<file path="config.mk">
export PLATFORM = sky130hd
export DESIGN_NAME = sin_input_wrapper
export DESIGN_NICKNAME = d
export VERILOG_FILES = /design/src/rtl/sin_input_wrapper.sv
export SDC_FILE = /design/constraint.sdc
export NUM_CORES = 1
export LEC_CHECK = 0
export CAP_MARGIN = 20
export CELL_PAD_IN_SITES_DETAIL_PLACEMENT = 1
export CELL_PAD_IN_SITES_GLOBAL_PLACEMENT = 1
export CORE_UTILIZATION = 42
export DETAILED_ROUTE_END_ITERATION = 6
export PLACE_DENSITY_LB_ADDON = 0.1
export REMOVE_ABC_BUFFERS = 1
export SYNTH_ARGS = -nofsm -noshare
export SYNTH_HDL_FRONTEND = slang
export SYNTH_SLANG_ARGS = --single-unit
</file>
<file path="constraint.sdc">
create_clock -name clk -period 2.8 [get_ports clk]
set_input_delay 0.42 -clock clk [delete_from_list [all_inputs] [get_ports clk]]
set_output_delay 0.42 -clock clk [all_outputs]
set_load 0.01 [all_outputs]
</file>
<file path="src/rtl/sin_input_wrapper.sv">
// sin_input_wrapper
// Upstream neighbour of the sine output stage. Wins the shared 8-bit bus via
// a req/gnt handshake and collects one operand, low byte first. It then hands
// the assembled DATA_W-bit two's-complement angle to the sine core with a
// single start pulse. No new operand is accepted until the core reports done.
//
// State table
//   state   | meaning
//   IDLE    | nothing in flight, waiting for data_ready
//   REQ     | requesting the bus, waiting for gnt (bus not sampled)
//   RECV    | granted, capturing one byte per cycle while gnt holds
//   ACK     | operand complete, ack pulse, x loads on exit
//   START   | start pulse to the sine core, x stable
//   WAIT    | core running, waiting for done
//
// Ports
//   clk        : system clock, rising edge
//   rst        : asynchronous active-high reset
//   data_ready : source has an operand (level, held until ack)
//   gnt        : bus arbiter grant (level)
//   inputbus   : shared 8-bit data bus
//   done       : sine core finished
//   req        : bus request to the arbiter
//   ack        : one-cycle pulse, operand fully received
//   start      : one-cycle pulse to the sine core
//   x          : registered operand to the sine core
//   busy       : high in every state except IDLE
module sin_input_wrapper #(
    parameter int DATA_W = 16,
    parameter int BYTES  = DATA_W / 8
) (
    input  logic              clk,
    input  logic              rst,
    input  logic              data_ready,
    input  logic              gnt,
    input  logic [7:0]        inputbus,
    input  logic              done,
    output logic              req,
    output logic              ack,
    output logic              start,
    output logic [DATA_W-1:0] x,
    output logic              busy
);

    localparam int CNT_W = (BYTES > 1) ? $clog2(BYTES) : 1;
    localparam logic [CNT_W-1:0] LAST = CNT_W'(BYTES - 1);

    typedef enum logic [2:0] {
        S_IDLE,
        S_REQ,
        S_RECV,
        S_ACK,
        S_START,
        S_WAIT
    } state_t;

    state_t            state;
    state_t            state_nxt;
    logic [CNT_W-1:0]  count;
    logic [DATA_W-1:0] asm_q;

    always_ff @(posedge clk or posedge rst) begin
        if (rst) begin
            state <= S_IDLE;
        end else begin
            state <= state_nxt;
        end
    end

    always_comb begin
        state_nxt = state;
        req       = 1'b0;
        ack       = 1'b0;
        start     = 1'b0;
        busy      = 1'b1;
        case (state)
            S_IDLE: begin
                busy = 1'b0;
                if (data_ready) state_nxt = S_REQ;
            end
            S_REQ: begin
                req = 1'b1;
                if (gnt) state_nxt = S_RECV;
            end
            S_RECV: begin
                req = 1'b1;
                // Losing the grant mid-operand restarts the whole operand.
                if (!gnt)               state_nxt = S_REQ;
                else if (count == LAST) state_nxt = S_ACK;
            end
            S_ACK: begin
                ack       = 1'b1;
                state_nxt = S_START;
            end
            S_START: begin
                start     = 1'b1;
                state_nxt = S_WAIT;
            end
            S_WAIT: begin
                if (done) state_nxt = S_IDLE;
            end
            default: begin
                busy      = 1'b0;
                state_nxt = S_IDLE;
            end
        endcase
    end

    always_ff @(posedge clk or posedge rst) begin
        if (rst) begin
            count <= '0;
            asm_q <= '0;
            x     <= '0;
        end else begin
            case (state)
                S_REQ: begin
                    if (gnt) count <= '0;
                end
                S_RECV: begin
                    if (gnt) begin
                        for (int i = 0; i < BYTES; i++) begin
                            if (count == CNT_W'(i)) asm_q[i*8 +: 8] <= inputbus;
                        end
                        if (count != LAST) count <= count + 1'b1;
                    end else begin
                        count <= '0;
                        asm_q <= '0;
                    end
                end
                // x only ever changes here, so it is stable from START on.
                S_ACK: begin
                    x <= asm_q;
                end
                default: begin
                end
            endcase
        end
    end

endmodule
</file>
# [Yosys cells after proc, flatten, opt, wreduce, memory -nomap -nowiden]
# Cells that the tools add are included.
# W data, S select, Z words.
[totals] ramBits=0 latchBits=0 regBits=36 output_inout_bits=20 wordCells=42 romBits=0 mem_count=0
[op_classes] n_mux=17 reduce_logical=8 n_bitwise=0 magnitude_cmp=0 n_shift=0 n_div=0 multipliers=0 addsub=1 eq_ne=11
[ops] op="$pmux W3 S6" count=1
[ops] op="$mux W16" count=1
[ops] op="$mux W8" count=2
[ops] op="$mux W3" count=5
[ops] op="$ne A2 B2 Y1 const B" count=4
[ops] op="$mux W1" count=7
[ops] op="$eq A3 B2 Y1 const B" count=2
[ops] op="$eq A3 B3 Y1 const B" count=2
[ops] op="$reduce_and A2 Y1" count=3
[ops] op="$reduce_or A5 Y1" count=1
[ops] op="$reduce_and A4 Y1" count=1
[ops] op="$eq A3 B1 Y1 const B" count=1
[ops] op="$logic_not A3 Y1" count=1
[ops] op="$ne A3 B3 Y1 const B" count=1
[ops] op="$ne A2 B1 Y1 const B" count=1
[ops] op="$pmux W1 S2" count=1
[ops] op="$reduce_bool A2 Y1" count=1
[ops] op="$reduce_or A2 Y1" count=1
[ops] op="$add A1 B1 Y1 const B" count=1

# [Longest topological paths before layout]
[depth] ltp_word=4 depth_mapped=5 depth_no_buf=3

# [Worst setup path after synthesis]
# OpenSTA, ideal clock, no wires.
[synth_timing] path_type="reg2out" startpoint="register state[1]" endpoint="output port start" t_required_ps=2380 path_slack_ps=1519 arrival_time_ps=861 path_stages_with_launch=3 cell_sequence="dfrtp_1 buf_2 nor3b_1"
[synth_between] elab_chain_cells=2
[synth_rtl] item="from (decl)" line="57" source="state_t state;"
[synth_rtl] item="from (signal assigned)" line="66" source="state <= state_nxt;"
[synth_rtl] item="$eq A3 B3 Y1" line="76" source="case (state)"
[synth_rtl] item="$mux W1" line="76"
[synth_rtl] item="to (decl)" line="40" source="output logic start,"
# No other way between the ends.

# [Worst setup path in the final report]
[layout_timing] startpoint="register state[2]" endpoint="output port ack"
[layout_between] elab_chain_cells=2
[layout_rtl] item="$eq A3 B2 Y1" line="76"
[layout_rtl] item="$mux W1" line="76"
[layout_rtl] item="to (decl)" line="39" source="output logic ack,"
# No other way between the ends.

==> metrics.yaml <==
floorplanning:
  die_width_um: 61.0
  die_h_um: 61.0
  coreArea_um2: 3340
  io_pins: 33
  start_util: 0.438
  rows: 21
  fp.dieArea_um2: 3720
global_routing:
  groute.layer.met2.usage: 0.303
  gr-usage-met3: 0.0576
  grt_pass1_wl_um: 5110
  grt_pass1_vias: 1012
  use_met1: 0.274
  busiest_layer: "met2"
  grt_overflow: 0
  antenna_found_initial: 0
  grt_usage: 0.200
  grt_max_degree: 37
cells_and_area:
  final_common_cell: "dfrtp_1"
  syn2layout_area_growth_pct: 27.2
  fin_nets: 156
  utilization: 0.557
  antennaDiodeCount: 0
  drive_above_1_share: 0.181
  final_cell_mix: "dfrtp_1, clkdlybuf4s50_1, a22o_1, mux2_2, nand2_1"
  stdcell_area_um2: 1860
cts:
  cts_buffer_depth: 2
  htree_levels: 2
  cts_tree: "built"
  cts_setup_buffers: 0
  ctsRootBufferMaster: "clkbuf_4"
  insertion_delay_ns: 0.34
  numCtsBuffers: 5
  cts.hold.buffers_added: 0
  clkTransAtPathRegs_ns: 0.12
  ctsResizeCount: 0
  cts_sinks: 36
timing:
  post-route-min-period_ns: 2.18
  rsz0062_at_grt: "no"
  setup_ws_ns: 0.617
  period_share: 0.779
  slew_headroom: 0.653
  skew_ns: 0.00964
  clock.fmax_mhz: 458
  setup_viol: 0
  worstMarginPinSlew_ns: 0.521
  tns_ns: 0
  hold_violations: 0
  slew_violations: 0
route:
  drt_pass1_iterations: 4
  drtIter0Drc: 38
  wl_um: 3030
  postRouteAntennaNets: 0
  vias_per_cell: 5.14
  vias: 976
  wire_per_inst_um: 16.0
  drc: 0
setup_path:
  crit_type: "flop to output pin"
  critPathCaptureType: "output pin"
  cp_max_fo: 12
  worstPathCellList: "nand3b_1 > inv_1 > clkdlybuf4s50_1"
  cp-start-kind: "flop"
  cp_slowest_cell: "dfrtp_1"
  critical_path_buf_inv_count: 2
  slowest_delay_ns: 0.55
  r2r_setup_slack_ns: 1.24
  critPathRequiredTime_ns: 2.38
  crit_family: "buffers and inverters"
  cp.arrival_ns: 1.76
pwr:
  peakVddDrop_mv: 0.504
  power_mw: 1.75
  p_per_area_nw_per_um2: 942
  leakage_nw: 0.888
job:
  maxCapViolCount: 0
place:
  place_congestion: 0.716
  hpwl_um: 2110
  place_ws_ns: 0.886
  io_buffers: 32
  place_area_um2: 1800
yosys:
  syn_area_um2: 1460
  synth_cell_types: 23
  synth-seq-cells: 36
  async_flop_share: 1.00
  syn_inst: 110
  synth_top_area_frac: 0.616
  syn_avg_cell_area_um2: 13.3
  synth-seq-area-share: 0.616
  synth_edf_count: 0
  synthFlopType: "dfrtp_1"
  synth.area.top_cells: "dfrtp_1, mux2_2, a22o_1, nand2_1, buf_2"
  ys_warn_count: 0
  yosysTopAreaCell: "dfrtp_1"
status:
  status: "completed"
hold_path:
  min_path_type: "input pin to asynchronous set/reset pin"
-- synth_stat cells (all sizes together), types with 2 or more instances --
master	instances
mux2i	2
nor3b	3
nor2	3
nor3	2
nand2	8
buf	8
a21oi	3
mux2	14
nand3b	2
inv	5
dfrtp	36
o21ai	4
a22o	14
-- worst reg2reg max path: stages (launching register included) --
cell and delay, ns:
dfrtp_1 0.62, nand3b_1 0.20, buf_4 0.27, mux2_2 0.38
-- metal layers --
| layer | up-vias | part of all wire |
|---|---|---|
| met1 | 487 | 0.45 |
| met4 | 0 | 0.012 |
| met3 | 5 | 0.054 |
| li1 | 455 | - |
| met5 | - | 0 |
| met2 | 29 | 0.48 |
-- registers in the layout, summed over array words and instances (netlist names) --
name / cells
asm_q: 16
count: 1
state: 3
x: 16
-- kinds of logic (layout without fill, tap and decap cells) --
logic type      Yosys count  after routing  synth area share
mux                      16             16             0.122
xor+xnor                  1              1           0.00599
flops                    36             36             0.616
compound gates           23             23             0.121
buf+inv                  13             47            0.0479
simple gates             21             21            0.0873
-- where the power goes --
group	switching [mW]	total [mW]	internal, mW
Clock	0.180	0.277	0.0964
Sequential	0.151	0.842	0.691
Combinational	0.254	0.633	0.379
Total	0.586	1.75	1.17
-- final timing paths --
kind | cells past startpoint | endpoint | startpoint
setup reg to reg | 3 | x[0] | state[2]
min in group clk | 2 | x[13] | x[13]
hold / removal | 3 | x[7] | rst
max in group asynchronous | 3 | asm_q[13] | rst
setup / recovery | 3 | ack | state[2]
hold reg to reg | 2 | x[13] | x[13]
-- area by class of cell --
cell class,instances,area [µm²]
inverter,5,18.8
multi-input combinational,61,490
sequential,36,901
clock buffer,5,37.5
fill,362,1480
tap,46,57.6
clock inverter,3,18.8
timing repair buffer,34,335
-- metrics by stage --
stage / hold WS (ns) / std cells
floorplan: 0.462 / 102
global placement: 0.462 / 182
detailed placement: 0.476 / 182
CTS: 0.476 / 190
global route: 0.518 / 190
finish: 0.468 / 190
Power figures use the tool's default switching activity.
